## src/rtl/pipeline_hazard_ctrl_pkg.sv

```systemverilog
// Shared pipeline definitions for the hazard controller.
// Holds the controller state enumeration, the architectural zero register index,
// and the default memory-wait limit used by pipeline_hazard_ctrl.
package pipeline_hazard_ctrl_pkg;

  // Binary-encoded controller states, held in a single state register.
  typedef enum logic [1:0] {
    ST_RUN      = 2'd0,
    ST_MEM_WAIT = 2'd1,
    ST_TIMEOUT  = 2'd2
  } hz_state_e;

  // Register 0 is hard-wired to zero, so it never carries a real dependency.
  localparam logic [4:0] REG_ZERO = 5'd0;

  // Default number of consecutive memory-wait cycles tolerated before timeout.
  localparam int WAIT_LIMIT_DEF = 255;

endpackage

```

## src/rtl/pipeline_hazard_ctrl_hazard_detect.sv

```systemverilog
// Purpose : combinational load-use comparator between the load in EX and the
//           instruction in ID.
// Ports   : ex_mem_read_i/ex_rt_i describe the EX load; id_rs_i/id_rt_i/id_uses_rt_i
//           describe the ID consumer; load_use_o flags a dependency needing one bubble.
module hazard_detect
  import pipeline_hazard_ctrl_pkg::*;
(
  input  logic       ex_mem_read_i,
  input  logic [4:0] ex_rt_i,
  input  logic [4:0] id_rs_i,
  input  logic [4:0] id_rt_i,
  input  logic       id_uses_rt_i,
  output logic       load_use_o
);

  logic rs_match;
  logic rt_match;

  assign rs_match   = (ex_rt_i == id_rs_i);
  // Rt only counts when the ID instruction actually reads it (e.g. not for I-type dests).
  assign rt_match   = id_uses_rt_i && (ex_rt_i == id_rt_i);
  assign load_use_o = ex_mem_read_i && (ex_rt_i != REG_ZERO) && (rs_match || rt_match);

endmodule

```

## src/rtl/pipeline_hazard_ctrl.sv

```systemverilog
// Purpose : pipeline stall/flush controller. Freezes the pipe on data-memory waits
//           (with a sticky timeout), flushes on jumps, inserts a bubble on load-use.
// Ports   : clk/rst_n; ID/EX hazard fields; dmem_req/dmem_ready handshake;
//           Mealy enables/flush/hold outputs; stall_count (saturating); mem_timeout.
module pipeline_hazard_ctrl
  import pipeline_hazard_ctrl_pkg::*;
#(
  parameter int WAIT_LIMIT = WAIT_LIMIT_DEF,
  parameter int CNT_W      = 16
) (
  input  logic             clk,
  input  logic             rst_n,
  input  logic [4:0]       id_rs,
  input  logic [4:0]       id_rt,
  input  logic             id_uses_rt,
  input  logic             ex_mem_read,
  input  logic [4:0]       ex_rt,
  input  logic             ex_jump,
  input  logic             dmem_req,
  input  logic             dmem_ready,
  output logic             pc_write,
  output logic             if_id_write,
  output logic             if_id_flush,
  output logic             id_ex_write,
  output logic             id_ex_bubble,
  output logic             ex_mem_hold,
  output logic [CNT_W-1:0] stall_count,
  output logic             mem_timeout
);

  // Wait counter only needs to reach WAIT_LIMIT; keep at least one bit.
  localparam int                 WCNT_W       = (WAIT_LIMIT < 1) ? 1 : $clog2(WAIT_LIMIT + 1);
  localparam logic [WCNT_W-1:0]  WAIT_LIMIT_C = WCNT_W'(WAIT_LIMIT);
  localparam logic [WCNT_W-1:0]  WCNT_ONE     = WCNT_W'(1);
  localparam logic [CNT_W-1:0]   STALL_MAX    = '1;
  localparam logic [CNT_W-1:0]   STALL_ONE    = CNT_W'(1);

  hz_state_e         state_q, state_d;
  logic [WCNT_W-1:0] wcnt_q, wcnt_d;
  logic [CNT_W-1:0]  stall_q, stall_d;
  logic              timeout_q, timeout_d;

  logic              load_use;
  logic              freeze;

  hazard_detect u_hazard_detect (
    .ex_mem_read_i (ex_mem_read),
    .ex_rt_i       (ex_rt),
    .id_rs_i       (id_rs),
    .id_rt_i       (id_rt),
    .id_uses_rt_i  (id_uses_rt),
    .load_use_o    (load_use)
  );

  // Next-state logic and Mealy output mux.
  always_comb begin
    state_d      = state_q;
    wcnt_d       = wcnt_q;
    timeout_d    = timeout_q;
    freeze       = 1'b0;

    pc_write     = 1'b1;
    if_id_write  = 1'b1;
    id_ex_write  = 1'b1;
    if_id_flush  = 1'b0;
    id_ex_bubble = 1'b0;
    ex_mem_hold  = 1'b0;

    unique case (state_q)
      ST_RUN: begin
        if (dmem_req && !dmem_ready) begin
          freeze  = 1'b1;
          state_d = ST_MEM_WAIT;
          wcnt_d  = WCNT_ONE;
        end
      end
      ST_MEM_WAIT: begin
        if (dmem_ready) begin
          // Release cycle behaves as RUN, so a jump/load-use frozen in ID_EX is
          // evaluated now rather than lost.
          state_d = ST_RUN;
          wcnt_d  = '0;
        end else begin
          freeze = 1'b1;
          if (wcnt_q == WAIT_LIMIT_C) begin
            state_d   = ST_TIMEOUT;
            timeout_d = 1'b1;
          end else begin
            wcnt_d = wcnt_q + WCNT_ONE;
          end
        end
      end
      ST_TIMEOUT: begin
        // Dead until reset.
        freeze = 1'b1;
      end
      default: begin
        state_d = ST_RUN;
        wcnt_d  = '0;
      end
    endcase

    // Priority: memory freeze > jump > load-use.
    if (freeze) begin
      pc_write    = 1'b0;
      if_id_write = 1'b0;
      id_ex_write = 1'b0;
      ex_mem_hold = 1'b1;
    end else if (ex_jump) begin
      if_id_flush  = 1'b1;
      id_ex_bubble = 1'b1;
    end else if (load_use) begin
      pc_write     = 1'b0;
      if_id_write  = 1'b0;
      id_ex_bubble = 1'b1;
    end
  end

  // Every cycle that holds the PC counts as a stall, saturating at all-ones.
  always_comb begin
    stall_d = stall_q;
    if (!pc_write && (stall_q != STALL_MAX)) begin
      stall_d = stall_q + STALL_ONE;
    end
  end

  always_ff @(posedge clk or negedge rst_n) begin
    if (!rst_n) begin
      state_q   <= ST_RUN;
      wcnt_q    <= '0;
      stall_q   <= '0;
      timeout_q <= 1'b0;
    end else begin
      state_q   <= state_d;
      wcnt_q    <= wcnt_d;
      stall_q   <= stall_d;
      timeout_q <= timeout_d;
    end
  end

  assign stall_count = stall_q;
  assign mem_timeout = timeout_q;

endmodule
```

## config.mk

```make
export PLATFORM = sky130hd
export DESIGN_NAME = pipeline_hazard_ctrl
export DESIGN_NICKNAME = d
export VERILOG_FILES = /design/src/rtl/pipeline_hazard_ctrl_pkg.sv /design/src/rtl/pipeline_hazard_ctrl_hazard_detect.sv /design/src/rtl/pipeline_hazard_ctrl.sv
export SDC_FILE = /design/constraint.sdc
export NUM_CORES = 1
export LEC_CHECK = 0
export ABC_AREA = 1
export CAP_MARGIN = 10
export CORE_MARGIN = 2
export CORE_UTILIZATION = 25
export DETAILED_ROUTE_END_ITERATION = 8
export SLEW_MARGIN = 10
export SYNTH_ARGS = -nofsm -noshare
export SYNTH_HDL_FRONTEND = slang
export SYNTH_SLANG_ARGS = --single-unit
```

## constraint.sdc

```tcl
create_clock -name clk -period 2.3 [get_ports clk]
set_clock_uncertainty 0.15 [all_clocks]
set_input_delay 0.46 -clock clk [delete_from_list [all_inputs] [get_ports clk]]
set_output_delay 0.46 -clock clk [all_outputs]
set_load 0.01 [all_outputs]
```

==> impl_metrics.tcl, run 1 <==
set metrics [dict create \
    vdd_ir_drop_max_v 0.000197 \
    grt_remaining_overflow 0 \
    n_antenna_cell 0 \
    clock-sinks 27 \
    avgViaCountPerCell 4.23 \
    tritoncts_clock_tree "yes" \
    regToRegSetupSlack_ps 340 \
    mostFrequentLayoutCells "sky130_fd_sc_hd__nand2_1, sky130_fd_sc_hd__inv_1, sky130_fd_sc_hd__nand3_1" \
    dieWidth_microns 89.8 \
    drive_gt1_frac 0.102 \
    synth_top_flop_cell "sky130_fd_sc_hd__dfrtp_1" \
    clock_tree.htree_level_count 1 \
    most_common_cell_after_layout_fill_and_taps_aside "sky130_fd_sc_hd__nand2_1" \
    setup_violations 0 \
    portBuffers 44 \
    r2r-end "wcnt_q[1]" \
    final_min_period_ps 2210 \
    final.setup.worst_slack_ps 88.5 \
    ios 45 \
    grt_start_max_net_pins 28 \
    cts.path.max_buffers 2 \
    drt_first_pass_iters 4 \
    die_area_sq_um 8070 \
    worst_setup_startpoint "dmem_req" \
    timing_worst_slew_pin_value_ps 576 \
    worst_path_largest_cell_delay_ps 400 \
    synth_largest_type_area_fraction 0.367 \
    routedWlPerCell_microns 10.2 \
    post_synth_inst_count 274 \
    worst-endpoint-required_ps 1690 \
    endpoint_kind "output port" \
    clock.fmax_ghz 0.452 \
    asyncSetResetFlopFracSynth 1.00 \
    synth.avg_cell_area_sq_um 6.72 \
    synth.cell_area_sq_um 1840 \
    timing.final.max_slew_violations 0 \
    via_count_of_the_first_global_routing_pass 1732 \
    worst_case_headroom_to_the_max_slew_limit 0.616 \
    timing.final.hold_violations 0 \
    postRouteWirelength_microns 4300 \
    clock_root_buffer "sky130_fd_sc_hd__clkbuf_8" \
    antenna_found_initial 0 \
    floorplan.initialDensity 0.257 \
    grt_setup_unrepaired "no" \
    seq_area_frac_synth 0.367 \
    die_h_microns 89.8 \
    synth_enable_flop_cells 0 \
    num-nets-final 348 \
    setup.worst_path.end "ex_mem_hold" \
    clock_insertion_delay_worst_skew_ps 280 \
    yosys_warns 0 \
    worstReg2RegStart "wcnt_q[0]" \
    row_count 31 \
    final.period_utilization 0.962 \
    critPathArrivalTime_ps 1600 \
    synth.top_cells.by_area "sky130_fd_sc_hd__dfrtp_1, sky130_fd_sc_hd__nand2_1, sky130_fd_sc_hd__nand3_1, sky130_fd_sc_hd__inv_1, sky130_fd_sc_hd__nor2_1" \
    report.power.total_w 0.000843 \
    placeableCoreArea_sq_um 7180 \
    p_leak_nw 1.31 \
    grt_pass1_wl_microns 7600 \
    crit_type "input port to output port" \
    routed-via-count 1785 \
    clock_transition_at_the_register_clock_pins_on_the_worst_setup_and_hold_paths_after_cts_ps 90 \
    place_worst_setup_slack_ps -499 \
    worst_path_most_repeated_cell "sky130_fd_sc_hd__nand2_1" \
    run_status "finished clean" \
    power_density_over_the_cells_nw_per_um2 341 \
    place.detailed.hpwl_microns 3170 \
    n_fill_cell 783 \
    ys_seq_elements 27 \
    r2r.worst_path.cells 8 \
    crit_fanout 3 \
    synthDominantAreaCellType "sky130_fd_sc_hd__dfrtp_1" \
    first_iter_violations 62 \
    postSynthNetCount 298 \
    max-cap-violations 0 \
    residual_antenna_violating_net_count_after_detailed_routing 0 \
    cts-buffers-inserted 3 \
    globalplace.congestion 0.803 \
    holdCritPathClass "flip-flop to flip-flop" \
    synth.distinct_cells 29 \
    syn_to_final_growth_pct 34.0 \
    combined_global_route_utilization_of_all_metal_layers 0.111 \
    critPathSlowestCell "sky130_fd_sc_hd__clkdlybuf4s50_1" \
    post-route-drc-count 0 \
    list_of_cells_traversed_by_the_critical_path "clkdlybuf4s50_1, nand2_1, nand2_1, o21ai_2, inv_2, buf_4, dlygate4sd2_1" \
    worst_setup_path_start_kind "input port" \
]
==> cell usage after synthesis (3+ instances only) <==
library cell              count
sky130_fd_sc_hd__xor2_1       8
sky130_fd_sc_hd__dfrtp_1     27
sky130_fd_sc_hd__nand3_1     32
sky130_fd_sc_hd__nand4_1      5
sky130_fd_sc_hd__buf_4        4
sky130_fd_sc_hd__nor2_1      27
sky130_fd_sc_hd__nor3_1       4
sky130_fd_sc_hd__nand2_2      3
sky130_fd_sc_hd__nand2_1     90
sky130_fd_sc_hd__inv_1       41
sky130_fd_sc_hd__o21ai_1      8
sky130_fd_sc_hd__a21oi_1      3
==> layout make-up <==
type | count | area (sq um) | area share
repair buffers | 51 | 485 | 0.197
clock inverters | 1 | 7.51 | 0.00304
flip-flops and latches | 27 | 676 | 0.274
multi-input cells | 197 | 970 | 0.393
inverters | 44 | 165 | 0.0669
well taps | 99 | 124 | 0.0502
clock buffers | 3 | 41.3 | 0.0167
==> layer usage <==
layer,global-route usage,vias to the layer above,part of all wire
met5,0,-,0
li1,-,948,-
met1,0.142,809,0.50
met4,0.0372,0,0.011
met3,0.0193,2,0.031
met2,0.189,26,0.46
==> critical path: cells and delay by family <==
kind                   cells  cell delay (ps)
buffers and inverters      4              880
and+or+nand+nor            2              160
AOI/OAI and AO/OA          1              110
==> sequential cells by signal, summed over array words and instances (netlist names) <==
signal / count
stall_count: 16
mem_timeout: 1
wcnt_q: 8
state_q: 2
==> worst min-delay path by stage <==
stage / start / to / slack [ps] / cells past startpoint
2_1_floorplan: rst_n / mem_timeout / 10 / 0
3_3_place_gp: mem_timeout / mem_timeout / 310 / 1
3_5_place_dp: mem_timeout / mem_timeout / 320 / 1
4_1_cts: state_q[0] / state_q[0] / 340 / 1
5_1_grt: state_q[0] / state_q[0] / 360 / 1
6_report: state_q[0] / state_q[0] / 340 / 1
==> what timing repair did <==
action / in CTS / in global routing
setup endpoints to repair: 7 / 15
hold buffers: 0 / 0
pin swaps: 1 / 5
buffers inserted: 0 / 1
resized for setup: 25 / 11
==> through the flow <==
step           hold slack, ps  instances  TNS (ps)  cell area (sq um)  utilization
2_1_floorplan            14.4        274         0               1840            -
3_3_place_gp              314        417     -5220               2400        0.335
3_5_place_dp              320        417     -5930               2400        0.335
4_1_cts                   345        421         0               2430        0.339
5_1_grt                   361        422         0               2470        0.344
6_report                  342        422         0               2470        0.344
==> cell families after synthesis <==
kind of cell,count (synthesis),share of synthesized area
DFF,27,0.367
xor gates and xnor gates,10,0.0476
buffers and inverters,50,0.115
and+or+nand+nor,170,0.412
adders and majority gates,2,0.0136
AOI/OAI and AO/OA,15,0.0448
==> report_power, final <==
part	internal (W)	switching, W
Sequential	0.000474	0
Clock	0.000123	0.000164
Combinational	0.0000406	0.0000407
Total	0.000638	0.000205
(Power assumes the default switching activity.)
==> inputs of run 2 (changes only) <==
Settings changed: SETUP_SLACK_MARGIN set to 0.5.
==> impl_metrics.tcl, run 2 (synthesis results as in run 1) <==
set metrics [dict create \
    vdd_ir_drop_max_v 0.000344 \
    worst_hold_path.num_cells 1 \
    clock.fmax_ghz 0.497 \
    portBuffers 44 \
    run_status "finished clean" \
    worst_case_headroom_to_the_max_slew_limit 0.740 \
    combined_global_route_utilization_of_all_metal_layers 0.116 \
    max-cap-violations 0 \
    die_h_microns 89.8 \
    num-nets-final 389 \
    via_count_of_the_first_global_routing_pass 1766 \
    most_common_cell_after_layout_fill_and_taps_aside "sky130_fd_sc_hd__nand2_1" \
    r2r.worst_path.cells 9 \
    antenna_found_initial 0 \
    worst-endpoint-required_ps 1690 \
    syn_to_final_growth_pct 60.8 \
    grt_pass1_wl_microns 7930 \
    place_worst_setup_slack_ps -475 \
    final.period_utilization 0.874 \
    post-route-drc-count 0 \
    cts_hold_repair.buffers 0 \
    clock-sinks 27 \
    residual_antenna_violating_net_count_after_detailed_routing 0 \
    placeableCoreArea_sq_um 7180 \
    drt_first_pass_iters 4 \
    worstReg2RegStart "wcnt_q[1]" \
    dieWidth_microns 89.8 \
    regToRegSetupSlack_ps 480 \
    final.setup.worst_slack_ps 290 \
    globalplace.congestion 0.800 \
    list_of_cells_traversed_by_the_critical_path "nor2_2, nand2_1, o21ai_1, buf_4, inv_4, a21oi_2, buf_2" \
    clock_insertion_delay_worst_skew_ps 280 \
    endpoint_kind "output port" \
    postRouteWirelength_microns 5260 \
    worst_path_largest_cell_delay_ps 420 \
    die_area_sq_um 8070 \
    timing.final.hold_violations 0 \
    critPathArrivalTime_ps 1400 \
    part_of_the_power_in_combinational_logic 0.096 \
    hold_slack_ps 314 \
    holdCritPathClass "flip-flop to flip-flop" \
    cts-buffers-inserted 3 \
    setup_violations 0 \
    crit_type "flip-flop to output port" \
    routedWlPerCell_microns 11.4 \
    place.detailed.hpwl_microns 3310 \
    pwr-share-clk 0.344 \
    row_count 31 \
    first_iter_violations 102 \
    min_from "mem_timeout" \
    worst_setup_path_start_kind "flip-flop" \
    sequentialPowerShare 0.560 \
    internal_power_w 0.000635 \
    power.switching_w 0.000212 \
    final_min_period_ps 2010 \
    ios 45 \
    crit_fanout 3 \
    largest_register_ffs 16 \
    timing_worst_slew_pin_value_ps 388 \
    r2r-end "wcnt_q[0]" \
    tritoncts_clock_tree "yes" \
    mostFrequentLayoutCells "sky130_fd_sc_hd__nand2_1, sky130_fd_sc_hd__buf_4, sky130_fd_sc_hd__inv_1" \
    drive_gt1_frac 0.371 \
    grt_start_max_net_pins 28 \
    p_sw_frac 0.251 \
    timing.final.max_slew_violations 0 \
    min_delay_worst_endpoint "mem_timeout" \
    p_leak_nw 1.61 \
    clock_tree.htree_level_count 1 \
    clock_transition_at_the_register_clock_pins_on_the_worst_setup_and_hold_paths_after_cts_ps 100 \
    clock_root_buffer "sky130_fd_sc_hd__clkbuf_8" \
    floorplan.initialDensity 0.257 \
    routed-via-count 2046 \
    critPathSlowestCell "sky130_fd_sc_hd__dfrtp_1" \
    power_density_over_the_cells_nw_per_um2 286 \
    grt_setup_unrepaired "yes" \
    grt_remaining_overflow 0 \
    avgViaCountPerCell 4.42 \
    cts.path.max_buffers 2 \
    n_antenna_cell 0 \
]
-- run 2: layout make-up --
cell class	instances	area (sq um)
Fill cell	739	4210
Multi-Input combinational cell	197	1160
Clock inverter	1	7.51
Inverter	44	180
Sequential cell	27	679
Timing Repair Buffer	92	767
Tap cell	99	124
Clock buffer	3	41.3
-- run 2: per-layer routing --
| metal | wire, microns | up-vias | share of wire | track usage |
|---|---|---|---|---|
| met5 | 0 | - | 0 | 0 |
| met4 | 25 | 0 | 0.0048 | 0.0231 |
| met3 | 258 | 2 | 0.049 | 0.0268 |
| met2 | 2610 | 49 | 0.50 | 0.196 |
| met1 | 2370 | 959 | 0.45 | 0.153 |
| li1 | - | 1036 | - | - |
-- run 2: timing repair --
action | in CTS | in global routing
resized for setup | 110 | 62
setup buffers | 23 | 15
hold endpoints to repair | 0 | 0
pin swaps | 21 | 29
endpoints found under the setup margin | 46 | 37
-- run 2: critical path: cells and delay by family (launching register included) --
| kind | cells | cell delay [ps] |
|---|---|---|
| AOI/OAI and AO/OA | 2 | 160 |
| buffers and inverters | 3 | 330 |
| DFF | 1 | 420 |
| and+or+nand+nor | 2 | 210 |
-- run 2: how the worst max path moves through the flow --
stage	startpoint	end	slack, ps	cells after the start
after global placement	ex_rt[2]	id_ex_bubble	-480	10
after global routing	state_q[0]	id_ex_bubble	210	7
final	state_q[0]	id_ex_bubble	290	7
after detailed placement	ex_rt[2]	id_ex_bubble	-480	10
after CTS	state_q[1]	id_ex_bubble	300	7
after floorplan	id_rs[1]	pc_write	430	11
-- run 2: through the flow --
stage | power, W | instances | cell area [sq um] | setup TNS [ps] | util
2_1_floorplan | 0.000513 | 274 | 1870 | 0 | -
3_3_place_gp | 0.000576 | 421 | 2450 | -5980 | 0.342
3_5_place_dp | 0.000577 | 421 | 2450 | -6300 | 0.342
4_1_cts | 0.000856 | 448 | 2630 | 0 | 0.367
5_1_grt | 0.000891 | 463 | 2960 | 0 | 0.413
6_report | 0.000847 | 463 | 2960 | 0 | 0.413
-- run 2: power by group through the flow --
stage | sequential [W] | clock (W) | combinational [W]
floorplan | 0.000484 | 0 | 0.0000291
global placement | 0.000484 | 0 | 0.0000926
detailed placement | 0.000484 | 0 | 0.0000930
CTS | 0.000474 | 0.000300 | 0.0000815
global route | 0.000475 | 0.000325 | 0.0000918
finish | 0.000474 | 0.000292 | 0.0000810
==> inputs of run 3 (changes only) <==
Settings changed: CORE_UTILIZATION 25 to 30, SLEW_MARGIN 10 to 20.
==> impl_metrics.tcl, run 3 (synthesis results as in run 1) <==
set metrics [dict create \
    p_leak_nw 1.58 \
    die_area_sq_um 6780 \
    drive_gt1_frac 0.327 \
    largest_register_ffs 16 \
    worst_case_headroom_to_the_max_slew_limit 0.705 \
    grt_remaining_overflow 0 \
    list_of_cells_traversed_by_the_critical_path "nor2_2, nand2_1, o21ai_1, buf_4, inv_4, a21oi_2, buf_2" \
    grt_start_max_net_pins 28 \
    grtUsageMet2 0.265 \
    avgViaCountPerCell 4.67 \
    timing.final.hold_violations 0 \
    residual_antenna_violating_net_count_after_detailed_routing 0 \
    combined_global_route_utilization_of_all_metal_layers 0.155 \
    clock_insertion_delay_worst_skew_ps 290 \
    place.detailed.hpwl_microns 3260 \
    routed-via-count 2063 \
    power_density_over_the_cells_nw_per_um2 290 \
    setup_violations 0 \
    globalplace.congestion 0.764 \
    syn_to_final_growth_pct 60.3 \
    tritoncts_clock_tree "yes" \
    max-cap-violations 0 \
    row_count 28 \
    instances_no_fill 442 \
    clock_root_buffer "sky130_fd_sc_hd__clkbuf_8" \
    n_antenna_cell 0 \
    worst-endpoint-required_ps 1690 \
    cts_hold_repair.buffers 0 \
    via_count_of_the_first_global_routing_pass 1843 \
    run_status "finished clean" \
    drt_first_pass_iters 4 \
    endpoint_kind "output port" \
    crit_type "flip-flop to output port" \
    layout.core_utilization 0.499 \
    placedCellCount 400 \
    critPathArrivalTime_ps 1450 \
    clock_transition_at_the_register_clock_pins_on_the_worst_setup_and_hold_paths_after_cts_ps 100 \
    portBuffers 44 \
    final.setup.worst_slack_ps 239 \
    top_usage_layer "met2" \
    cts-buffers-inserted 3 \
    holdCritPathClass "flip-flop to flip-flop" \
    final.period_utilization 0.896 \
    postRouteWirelength_microns 5350 \
    worst_setup_path_start_kind "flip-flop" \
    floorplan.initialDensity 0.311 \
    die_h_microns 82.4 \
    critPathSlowestCell "sky130_fd_sc_hd__dfrtp_1" \
    antenna_found_initial 0 \
    vdd_ir_drop_max_v 0.000198 \
    post-route-drc-count 0 \
    crit_fanout 3 \
    final_min_period_ps 2060 \
    ios 45 \
    crit_buf_inv 3 \
    grt_setup_unrepaired "yes" \
    dieWidth_microns 82.4 \
    clock-sinks 27 \
    most_common_cell_after_layout_fill_and_taps_aside "sky130_fd_sc_hd__nand2_1" \
    clock.fmax_ghz 0.485 \
    grt_pass1_wl_microns 8110 \
    placeableCoreArea_sq_um 5920 \
    cts.path.max_buffers 2 \
    fin_area_sq_um 2950 \
    num-nets-final 392 \
    clock_tree.htree_level_count 1 \
    mostFrequentLayoutCells "sky130_fd_sc_hd__nand2_1, sky130_fd_sc_hd__buf_4, sky130_fd_sc_hd__inv_1" \
    grt_use_met1 0.196 \
    first_iter_violations 71 \
    worst_path_largest_cell_delay_ps 430 \
    timing.final.max_slew_violations 0 \
    place_worst_setup_slack_ps -485 \
    routedWlPerCell_microns 12.1 \
    timing_worst_slew_pin_value_ps 440 \
    grtUsageMet3 0.0217 \
    post_dp_cell_area_sq_um 2440 \
    crit_family "flip-flops" \
]
run 3: changes by cell type in the layout (fill, tap and decap cells not counted), sizes merged, moves of 3 or more:
cell / before / now
clkdlybuf4s15: 2 / 9
dlymetal6s2s: 7 / 4
buf: 68 / 61
dlygate4sd2: 13 / 16
run 3: power breakdown:
part | internal [W] | switching (W) | leakage [nW]
clock network | 0.000124 | 0.000177 | 0.0217
registers | 0.000474 | 0 | 0.316
logic | 0.0000378 | 0.0000441 | 1.25
total | 0.000636 | 0.000221 | 1.58
run 3: worst paths after layout:
| check | start | to | slack, ps | cells past startpoint |
|---|---|---|---|---|
| min in group asynchronous | rst_n | stall_count[0] | 380 | 2 |
| hold reg to reg | mem_timeout | mem_timeout | 310 | 1 |
| max in group asynchronous | rst_n | stall_count[3] | 1330 | 2 |
| setup reg to reg | stall_count[0] | stall_count[1] | 450 | 9 |
| hold / removal | mem_timeout | mem_timeout | 310 | 1 |
| setup / recovery | state_q[1] | id_ex_bubble | 240 | 7 |
run 3: per-layer routing:
layer  part of all wire  routed length [microns]  vias to the layer above
met1               0.43                     2310                      958
li1                   -                        -                     1041
met2               0.48                     2560                       55
met3              0.070                      373                        9
met5                  0                        0                        -
met4              0.020                      108                        0
run 3: timing repair:
action	in CTS	in global routing
pin swaps	21	36
endpoints found under the setup margin	46	34
gates resized for setup	101	41
gates cloned	0	2
setup buffers	23	13
run 3: cell type report:
class	instances	area (sq um)
sequential	27	679
clock inverter	1	7.51
timing repair buffer	94	818
clock buffer	3	41.3
fill	555	2970
multi-input combinational	198	1130
inverter	44	180
tap	75	93.8
run 3: worst reg2reg max path, delay by kind of cell, from the launching register on:
family                   cells  cell delay [ps]
AND/OR/NAND/NOR              5              640
flip-flops                   1              400
buffers and inverters        3              340
adder cells (fa/ha/maj)      1              210
run 3: stage by stage:
step / hold WS, ps / power (W) / TNS (ps)
floorplan: 14.4 / 0.000513 / 0
global placement: 291 / 0.000575 / -6490
detailed placement: 300 / 0.000576 / -7120
CTS: 323 / 0.000861 / 0
global route: 342 / 0.000895 / 0
finish: 311 / 0.000857 / 0
